==> config.mk <==
export PLATFORM = sky130hd
export DESIGN_NAME = cache_refill_responder
export DESIGN_NICKNAME = d
export VERILOG_FILES = /design/src/rtl/cache_mem_pkg.sv /design/src/rtl/ram_array.sv /design/src/rtl/cache_refill_responder.sv
export SDC_FILE = /design/constraint.sdc
export NUM_CORES = 1
export LEC_CHECK = 0
export ABC_AREA = 1
export CAP_MARGIN = 10
export CORE_ASPECT_RATIO = 0.75
export CORE_UTILIZATION = 38
export DETAILED_ROUTE_END_ITERATION = 8
export PLACE_DENSITY = 0.54
export SYNTH_ARGS = -nofsm -noshare
export SYNTH_HDL_FRONTEND = slang
export SYNTH_SLANG_ARGS = --single-unit
==> constraint.sdc <==
create_clock -name clk -period 3.1 [get_ports clk]
set_input_delay 0.62 -clock clk [delete_from_list [all_inputs] [get_ports clk]]
set_output_delay 0.62 -clock clk [all_outputs]
set_load 0.03 [all_outputs]
==> src/rtl/cache_mem_pkg.sv <==
// Shared cache/memory definitions: line geometry, address field helpers and responder states.
// Used by the cache side and by the refill responder.
package cache_mem_pkg;

   localparam int DATA_W    = 8;
   localparam int ADDR_W    = 6;
   localparam int BEATS     = 4;
   localparam int OFFSET_W  = $clog2(BEATS);
   localparam int LINE_W    = ADDR_W - OFFSET_W;
   localparam int MEM_DEPTH = 1 << ADDR_W;
   localparam int BCNT_W    = OFFSET_W + 1;

   typedef enum logic [2:0] {
      IDLE,
      WAIT,
      RD_BURST,
      WR_BURST,
      WR_ACK
   } resp_state_t;

   function automatic logic [LINE_W-1:0] line_of(input logic [ADDR_W-1:0] addr);
      return LINE_W'(addr >> OFFSET_W);
   endfunction

   function automatic logic [OFFSET_W-1:0] offset_of(input logic [ADDR_W-1:0] addr);
      return OFFSET_W'(addr);
   endfunction

   // Word index never carries into the line field, so bursts stay inside their line.
   function automatic logic [ADDR_W-1:0] word_addr(input logic [LINE_W-1:0]   line,
                                                   input logic [OFFSET_W-1:0] word);
      return {line, word};
   endfunction

endpackage

==> src/rtl/ram_array.sv <==
// Backing store for the responder: synchronous write, combinational read,
// synchronous reset loads each byte with its own address.
module ram_array
   import cache_mem_pkg::*;
(
   input  logic              clk,
   input  logic              reset,
   input  logic              we,
   input  logic [ADDR_W-1:0] waddr,
   input  logic [DATA_W-1:0] wdata,
   input  logic [ADDR_W-1:0] raddr,
   output logic [DATA_W-1:0] rdata
);

   logic [DATA_W-1:0] mem [MEM_DEPTH];

   always_ff @(posedge clk) begin
      if (reset) begin
         for (int i = 0; i < MEM_DEPTH; i++) begin
            mem[i] <= DATA_W'(i);
         end
      end else if (we) begin
         mem[waddr] <= wdata;
      end
   end

   assign rdata = mem[raddr];

endmodule

==> src/rtl/cache_refill_responder.sv <==
// Memory-side responder: 4-beat line refills and 4-beat write-backs against a 64-byte RAM,
// behind a programmable access latency. Build option CRITICAL_WORD_FIRST_EN: refills start at the requested word.
//
// state    | meaning
// IDLE     | ready for a request (req_ready high)
// WAIT     | counting down the main-memory access latency
// RD_BURST | streaming refill beats, one per cycle
// WR_BURST | absorbing write-back beats on wr_valid
// WR_ACK   | wr_done pulse, then back to IDLE
module cache_refill_responder
   import cache_mem_pkg::*;
#(
   parameter int LATENCY = 2
) (
   input  logic              clk,
   input  logic              reset,
   input  logic              req_valid,
   output logic              req_ready,
   input  logic              req_write,
   input  logic [ADDR_W-1:0] req_addr,
   input  logic              wr_valid,
   input  logic [DATA_W-1:0] wr_data,
   output logic              rd_valid,
   output logic [DATA_W-1:0] rd_data,
   output logic              rd_last,
   output logic              wr_done,
   output logic              busy
);

   localparam int LAT_W = (LATENCY < 1) ? 1 : $clog2(LATENCY + 1);
   localparam logic [LAT_W-1:0]    LAT_LOAD  = LAT_W'(LATENCY);
   localparam logic [LAT_W-1:0]    LAT_ONE   = LAT_W'(1);
   localparam logic [BCNT_W-1:0]   BEAT_ONE  = BCNT_W'(1);
   localparam logic [BCNT_W-1:0]   BEAT_END  = BCNT_W'(BEATS);
   localparam logic [BCNT_W-1:0]   BEAT_LAST = BCNT_W'(BEATS - 1);

   resp_state_t          state;
   logic [LINE_W-1:0]    line_q;
   logic                 dir_q;
   logic [LAT_W-1:0]     lat_cnt;
   logic [BCNT_W-1:0]    beat_cnt;
   logic [OFFSET_W-1:0]  start_word;
   logic [OFFSET_W-1:0]  rd_word;
   logic [OFFSET_W-1:0]  wr_word;
   logic [DATA_W-1:0]    ram_rdata;
   logic                 ram_we;

   function automatic resp_state_t burst_state(input logic wr);
      return wr ? WR_BURST : RD_BURST;
   endfunction

`ifdef CRITICAL_WORD_FIRST_EN
   logic [OFFSET_W-1:0] offset_q;

   always_ff @(posedge clk) begin
      if (reset) begin
         offset_q <= '0;
      end else if (state == IDLE && req_valid) begin
         offset_q <= offset_of(req_addr);
      end
   end

   assign start_word = offset_q;
`else
   assign start_word = '0;
`endif

   // Word index wraps modulo BEATS by truncation to the offset width.
   assign rd_word   = start_word + beat_cnt[OFFSET_W-1:0];
   assign wr_word   = beat_cnt[OFFSET_W-1:0];
   assign ram_we    = (state == WR_BURST) && wr_valid;
   assign req_ready = (state == IDLE);
   assign busy      = (state != IDLE);

   ram_array u_ram (
      .clk   (clk),
      .reset (reset),
      .we    (ram_we),
      .waddr (word_addr(line_q, wr_word)),
      .wdata (wr_data),
      .raddr (word_addr(line_q, rd_word)),
      .rdata (ram_rdata)
   );

   always_ff @(posedge clk) begin
      if (reset) begin
         state    <= IDLE;
         line_q   <= '0;
         dir_q    <= 1'b0;
         lat_cnt  <= '0;
         beat_cnt <= '0;
         rd_valid <= 1'b0;
         rd_last  <= 1'b0;
         rd_data  <= '0;
         wr_done  <= 1'b0;
      end else begin
         rd_valid <= 1'b0;
         rd_last  <= 1'b0;
         wr_done  <= 1'b0;
         case (state)
            IDLE: begin
               if (req_valid) begin
                  line_q   <= line_of(req_addr);
                  dir_q    <= req_write;
                  lat_cnt  <= LAT_LOAD;
                  beat_cnt <= '0;
                  state    <= (LATENCY == 0) ? burst_state(req_write) : WAIT;
               end
            end
            WAIT: begin
               lat_cnt <= lat_cnt - LAT_ONE;
               if (lat_cnt == LAT_ONE) begin
                  state <= burst_state(dir_q);
               end
            end
            RD_BURST: begin
               // One extra cycle after the last beat lets rd_valid drop while state returns to IDLE.
               if (beat_cnt == BEAT_END) begin
                  state <= IDLE;
               end else begin
                  rd_valid <= 1'b1;
                  rd_data  <= ram_rdata;
                  rd_last  <= (beat_cnt == BEAT_LAST);
                  beat_cnt <= beat_cnt + BEAT_ONE;
               end
            end
            WR_BURST: begin
               if (wr_valid) begin
                  beat_cnt <= beat_cnt + BEAT_ONE;
                  if (beat_cnt == BEAT_LAST) begin
                     state   <= WR_ACK;
                     wr_done <= 1'b1;
                  end
               end
            end
            WR_ACK: begin
               state <= IDLE;
            end
            default: begin
               state <= IDLE;
            end
         endcase
      end
   end

endmodule
==> results of run 1 <==
==> Yosys cell counts <==
cell,n,area (sq um)
edfxtp_1,512,15400
buf_1,15,56.3
buf_2,37,185
nand3_1,196,981
o211ai_1,48,360
nor3_2,8,80.1
dfxtp_1,24,480
nor2_2,20,125
nor3_1,5,25.0
a21oi_1,18,90.1
clkbuf_1,94,353
nor2_4,16,180
nand2_1,838,3150
a31oi_1,1,6.26
ha_1,4,50.1
inv_4,1,6.26
o22ai_1,1,6.26
nor3_4,6,97.6
inv_2,79,297
o21ai_0,75,375
or2_2,24,150
inv_1,457,1720
nor2_1,476,1790
==> where the power goes <==
group / switching (mW) / leakage [nW] / internal (mW) / total, mW
combinational: 2.72 / 7.07 / 1.09 / 3.82
sequential: 0.157 / 4.80 / 8.13 / 8.28
clock: 2.84 / 0.889 / 3.94 / 6.78
total: 5.72 / 12.8 / 13.2 / 18.9
==> stage by stage <==
| stage | instance area, sq um | power, mW | util, % | cells |
|---|---|---|---|---|
| after floorplan | 25900 | 10.6 | - | 2955 |
| after global placement | 28100 | 12.2 | 41.9 | 3872 |
| after detailed placement | 28100 | 12.2 | 41.9 | 3872 |
| after CTS | 30000 | 19.0 | 44.6 | 3975 |
| after global routing | 30000 | 19.6 | 44.6 | 3975 |
| final | 30000 | 18.9 | 44.6 | 3975 |
==> area by class of cell <==
type,count,area [sq um],share of cell area [%]
clock buffer,72,1480,4.94
clock inverter,31,339,1.13
inverter,537,2020,6.76
multi-input combinational,1736,7480,25.0
sequential,536,15900,52.9
tap,882,1100,3.68
timing repair buffer,181,1670,5.57
==> registers in the layout, summed over array words and instances (netlist names) <==
name and count:
rd_last 1, dir_q 1, rd_valid 1, lat_cnt 2, beat_cnt 3, u_ram.mem 512
line_q 4, rd_data 8, state 3, wr_done 1
==> layer usage <==
| layer | wire length (um) | track usage, % |
|---|---|---|
| met1 | 34300 | 31.3 |
| met4 | 1590 | 5.11 |
| met3 | 6370 | 4.29 |
| met2 | 29800 | 30.6 |
| met5 | 0 | 0 |
==> worst max-delay path, cell delays in order (launching register included) <==
cell and delay [ps]:
dfxtp_4 440, inv_6 410, buf_12 300, nand2_1 70
nand3_1 90, nand2_1 80, o21ai_0 610, nand2_1 110
nor2_1 130, nand3_1 190, nand2_1 120, inv_1 40
==> kinds of logic (layout without fill, tap and decap cells) <==
logic type / after synthesis / count (layout) / synth area share (%)
simple gates: 1589 / 1589 / 25.3
buf+inv: 683 / 821 / 10.1
fa+ha+maj: 4 / 4 / 0.193
compound gates: 143 / 143 / 3.23
flops: 536 / 536 / 61.2
==> how the worst min path moves through the flow <==
stage | slack, ps | cells past startpoint | startpoint | endpoint
finish | 470 | 1 | lat_cnt[0]$_SDFFE_PP0P_ | lat_cnt[0]$_SDFFE_PP0P_
global route | 480 | 1 | lat_cnt[0]$_SDFFE_PP0P_ | lat_cnt[0]$_SDFFE_PP0P_
detailed placement | 460 | 1 | lat_cnt[0]$_SDFFE_PP0P_ | lat_cnt[0]$_SDFFE_PP0P_
floorplan | 420 | 2 | dir_q$_SDFFE_PP0P_ | dir_q$_SDFFE_PP0P_
global placement | 450 | 2 | dir_q$_SDFFE_PP0P_ | dir_q$_SDFFE_PP0P_
CTS | 470 | 1 | lat_cnt[0]$_SDFFE_PP0P_ | lat_cnt[0]$_SDFFE_PP0P_
==> qor.txt, run 1 <==
RUN STATUS
-------------------------------------------------------------------------------------
Outcome                                                                  finished, final reports clean

TIMING
-------------------------------------------------------------------------------------
Final Critical Period                                                         2730 ps
Worst Hold Slack                                                               472 ps
Pins Over Slew Limit                                                                0
Setup Total Neg Slack                                                            0 ps
Setup Viol. Count Final                                                             0
Post-route worst setup slack                                                   373 ps
Hold Vio Cnt, Final                                                                 0
Measured slew at the worst slew-check pin                                      747 ps
Upper clock frequency limit                                                   367 MHz
Clock skew                                                                    27.4 ps
Part of the cycle the worst path needs                                          88.0%
Unrepaired setup endpoints after global routing                                    no
Headroom to the max-slew limit                                                  49.7%

SYNTH
-------------------------------------------------------------------------------------
Gate count of the mapped netlist                                                 2955
Number of flip-flops and latches in the synthesized netlist                       536
Count of warnings emitted by yosys                                                  0
Synth Cell Area                                                           25900 sq um
Sequential cell area fraction in the yosys report                               61.2%
Net count after synthesis                                                        2978
Distinct cells, synth                                                              23
Mean instance size in the synthesized netlist                              8.77 sq um

LAYOUT
-------------------------------------------------------------------------------------
Leading cell types in the layout, fill and taps excluded                 838 x nand2_1, 512 x edfxtp_1, 473 x nor2_1, 456 x inv_1, 196 x nand3_1
Number of fillers in the final layout                                            6554
Area added between synthesis and finish                                         15.5%
# nets final                                                                     3070
Commonest non-fill, non-tap cell in the layout                                nand2_1
Layout cells sized above 1                                                      12.6%
Antenna diode count                                                                 0

CLOCK TREE
-------------------------------------------------------------------------------------
Sinks on the clock net                                                            536
CTS Hold Buffers Added                                                              0
Root cell of the clock tree                                                 clkbuf_16
Clock latency on the worst-skew pair                                           620 ps
Clock-pin slew of the registers on the worst-case setup and hold paths          70 ps
Setup Buffers After CTS                                                             0
CTS tree                                                                         done
H-tree depth                                                                        2
Resize count post-CTS                                                               0
Largest buffer count on any clock path                                              3
Number of buffers inserted during clock tree synthesis                             55

DRT
-------------------------------------------------------------------------------------
DR WL/cell                                                                    18.1 um
Per-cell via count in the routed design                                          4.82
Drt drc                                                                             0
Number of nets still failing antenna checks after routing                           0
Total routed wirelength                                                      72100 um
Initial drt markers                                                              1885
Count of vias placed by the detailed router                                     19200
Count of TritonRoute iterations in the first routing pass                           6

WORST SETUP PATH
-------------------------------------------------------------------------------------
Launch point of the critical path                                        beat_cnt[0]$_SDFFE_PP0P_
Capture point of the worst path                                          rd_data[5]$_SDFFE_PP0P_
Setup slack of the most critical reg-to-reg path                               370 ps
Setup Crit Path Kind                                                          reg2reg
Critical R2R Capture                                                     rd_data[5]$_SDFFE_PP0P_
Top fanout value on the critical path                                              57
Arrival time reported for the critical path endpoint                          3240 ps
Reg-to-reg critical path startpoint                                      beat_cnt[0]$_SDFFE_PP0P_
Logic depth of the worst register-to-register path                                 11
Type of element capturing the critical path                                      flop
Data required time at the worst endpoint                                      3620 ps
Startpoint types                                                                 flop

GLOBAL ROUTE
-------------------------------------------------------------------------------------
Pin count of the biggest net entering global routing                               95
GRT Resource Usage Total                                                        20.8%
Via count of the first global-routing pass                                      18300
Total overflow reported by the global router                                        0
Wire length of the first global-routing pass                                109000 um
Antenna violations before repair                                                    0

PLACE
-------------------------------------------------------------------------------------
Detail Placement HPWL                                                        46700 um
Placer congestion estimate                                                      0.876
Place WS                                                                       255 ps
Count of port buffers added during placement                                       29

FLOORPLANNING
-------------------------------------------------------------------------------------
Area inside the core boundary                                             67100 sq um
Die outline height                                                             228 um
Width of the die                                                               304 um
Std-Cell Rows                                                                      82
Initial standard-cell utilization of the core                                   38.6%
Die Footprint                                                             69300 sq um
Number of top-level design ports                                                   32

HOLD PATH
-------------------------------------------------------------------------------------
Tightest Hold Check Type                                                      reg2reg

JOB
-------------------------------------------------------------------------------------
Maxcap violations                                                                   0

POWER AND IR DROP
-------------------------------------------------------------------------------------
Peak ir drop on the vdd network                                              0.431 mV
Pwr per Cell Area                                                         630 nW/um^2
Leakage                                                                       12.8 nW

(Power assumes the default switching activity.)
==> run 2, diff against run 1 <==
Settings changed: ABC_CLOCK_PERIOD_IN_PS set to 3100, SKIP_LAST_GASP set to 1.
==> results of run 2 <==
Same layout as run 1: the final DEF is identical, and so are final timing and power.
==> RTL edit (config.mk and constraints of run 1) <==
Build with the macro `CRITICAL_WORD_FIRST_EN` defined.
--- a/src/rtl/cache_refill_responder.sv
+++ b/src/rtl/cache_refill_responder.sv
@@ -7,6 +7,8 @@
 // RD_BURST | streaming refill beats, one per cycle
 // WR_BURST | absorbing write-back beats on wr_valid
 // WR_ACK   | wr_done pulse, then back to IDLE
+`define CRITICAL_WORD_FIRST_EN
+
 module cache_refill_responder
    import cache_mem_pkg::*;
 #(
Function: not settled (the Yosys comparison gave no result); the edit may change what the design does.
==> RTL edit against run 1 <==
Count of clock-buffer cells in the layout is 4 lower. Sequential cell count grew 2. Routed wire length up 3.9%. Total power increased by 13%. Via count decreased by 0.27%. Cell area shrank 2.2%. Clock skew shrank 3.2 ps. Synthesized area fell by 0.31%. Sequential power up 0.5%. Worst setup slack worse by 180 ps. Critical path type unchanged. Largest cell class unchanged.
==> RTL edit: results (changes against run 1) <==
* Status: finished, final reports clean
* Crit path DAT at 3410 ps (+170 ps)
* Area after DPL at 27430 sq um (-2.5%)
* Initial detailed-routing violation count at 1984 (+5.3%)
* Worst Hold Depth at 2 (+1)
* Placer Congestion at 0.8737 (-0.25%)
* Initial antenna violation count at 1 (+1)
* Hold_sp: dir_q
* Total CTS buffers at 54 (-1.8%)
* Endpoint, Worst Hold: dir_q
* Layout cells sized above 1 at 9.750% (-2.9 points)
* Synth area leaders: edfxtp_1, nand2_1, nor2_1, nand3_1, a21boi_0
* Synth Warn # at 0 (unchanged)
* DP HPWL at 47670 um (+2.0%)
* Global Route Usage Sum at 21.70% (+0.86 points)
* CP Max Fanout at 29 (-49%)
* Seq/Total Area, Yosys at 61.50% (+0.34 points)
* Global-route wire length before repair at 112600 um (+3.0%)
* Vias in the first global route at 18210 (-0.73%)
* Peak supply drop at 456.4 uV (+6.0%)
* Worst reg2reg path depth at 12 (+1)
* NetSw at 7.374 mW (+29%)
* Top cells by count, synth: nand2_1, edfxtp_1, nor2_1
* Avg Vias per Cell at 5.253 (+8.9%)
* Worst-margin pin slew at 1073 ps (+325.9 ps)
* Synth unique cells at 33 (+43%)
* Avg WL per Cell at 20.58 um (+13%)
* DRT Pass-1 Iters at 7 (+1)
* Worst R2R End: rd_data[6]
* Largest net degree at the start of global routing at 75 (-21%)
* Layout Nets at 2738 (-11%)
* Pleak at 10.52 nW (-18%)
* PortBufs at 31 (+6.9%)
* Final Skew at 24.21 ps (-3.189 ps)
RTL edit: power by group through the flow:
stage / clock (mW) / combinational [mW] / sequential [mW]
6_report: 6.88 / 6.23 / 8.32
5_1_grt: 7.21 / 6.84 / 8.34
4_1_cts: 6.97 / 6.19 / 8.32
3_5_place_dp: 0 / 6.17 / 8.47
3_3_place_gp: 0 / 6.15 / 8.47
2_1_floorplan: 0 / 4.06 / 8.45
RTL edit: through the flow:
stage	cells	power [mW]	utilization (%)	setup slack (ps)	hold slack [ps]
6_report	3641	21.43	43.71	193.3	475.7
5_1_grt	3641	22.39	43.71	60.22	496.1
4_1_cts	3641	21.49	43.71	208.2	477.8
3_5_place_dp	3540	14.65	40.94	142.2	463.8
3_3_place_gp	3540	14.62	40.94	202.1	448.2
2_1_floorplan	2708	12.51	-	808.9	432.8
RTL edit: cells by family (layout without fill, tap and decap cells):
| logic type | after synthesis | in the layout | share of synthesized area, % |
|---|---|---|---|
| AND/OR/NAND/NOR | 1666 | 1666 | 27.35 |
| flip-flops | 538 | 538 | 61.50 |
| buffers and inverters | 305 | 356 | 5.214 |
| AO/OA/AOI/OAI | 162 | 162 | 4.463 |
| multiplexers | 32 | 32 | 1.239 |
| adder cells (fa/ha/maj) | 5 | 5 | 0.2420 |
RTL edit: how the worst max path moves through the flow:
stage | start | to | slack (ps) | cells past startpoint
after floorplan | reset | u_ram.mem[50][0] | 810 | 9
after global placement | wr_valid | u_ram.mem[34][7] | 200 | 8
after detailed placement | wr_valid | u_ram.mem[45][6] | 140 | 9
after CTS | beat_cnt[0] | rd_data[6] | 210 | 12
after global routing | beat_cnt[0] | rd_data[6] | 60 | 12
final | beat_cnt[0] | rd_data[6] | 190 | 12
RTL edit: critical path: stages, from the launching register on:
cell	delay, ps
dfxtp_1	400
ha_4	520
inv_6	180
a21boi_0	400
nand3_1	130
nand3_1	130
nand2_1	140
nand2_1	150
nand2_1	120
nor2_1	200
nand3_1	240
nand2_1	120
inv_1	40
RTL edit: routing by layer:
| layer | up-vias | GRT usage (%) | share of wire [%] |
|---|---|---|---|
| li1 | 8990 | - | - |
| met4 | 2 | 4.774 | 1.8 |
| met5 | - | 0 | 0.017 |
| met2 | 788 | 30.69 | 42 |
| met3 | 93 | 3.752 | 8.6 |
| met1 | 9253 | 34.23 | 48 |
RTL edit: cell type report:
cell class | count | area, sq um
multi-input combinational | 1865 | 8635
sequential | 538 | 15900
clock buffer | 68 | 1525
inverter | 131 | 500.5
clock inverter | 33 | 329.1
tap | 882 | 1104
timing repair buffer | 124 | 1296
fill | 6459 | 37710
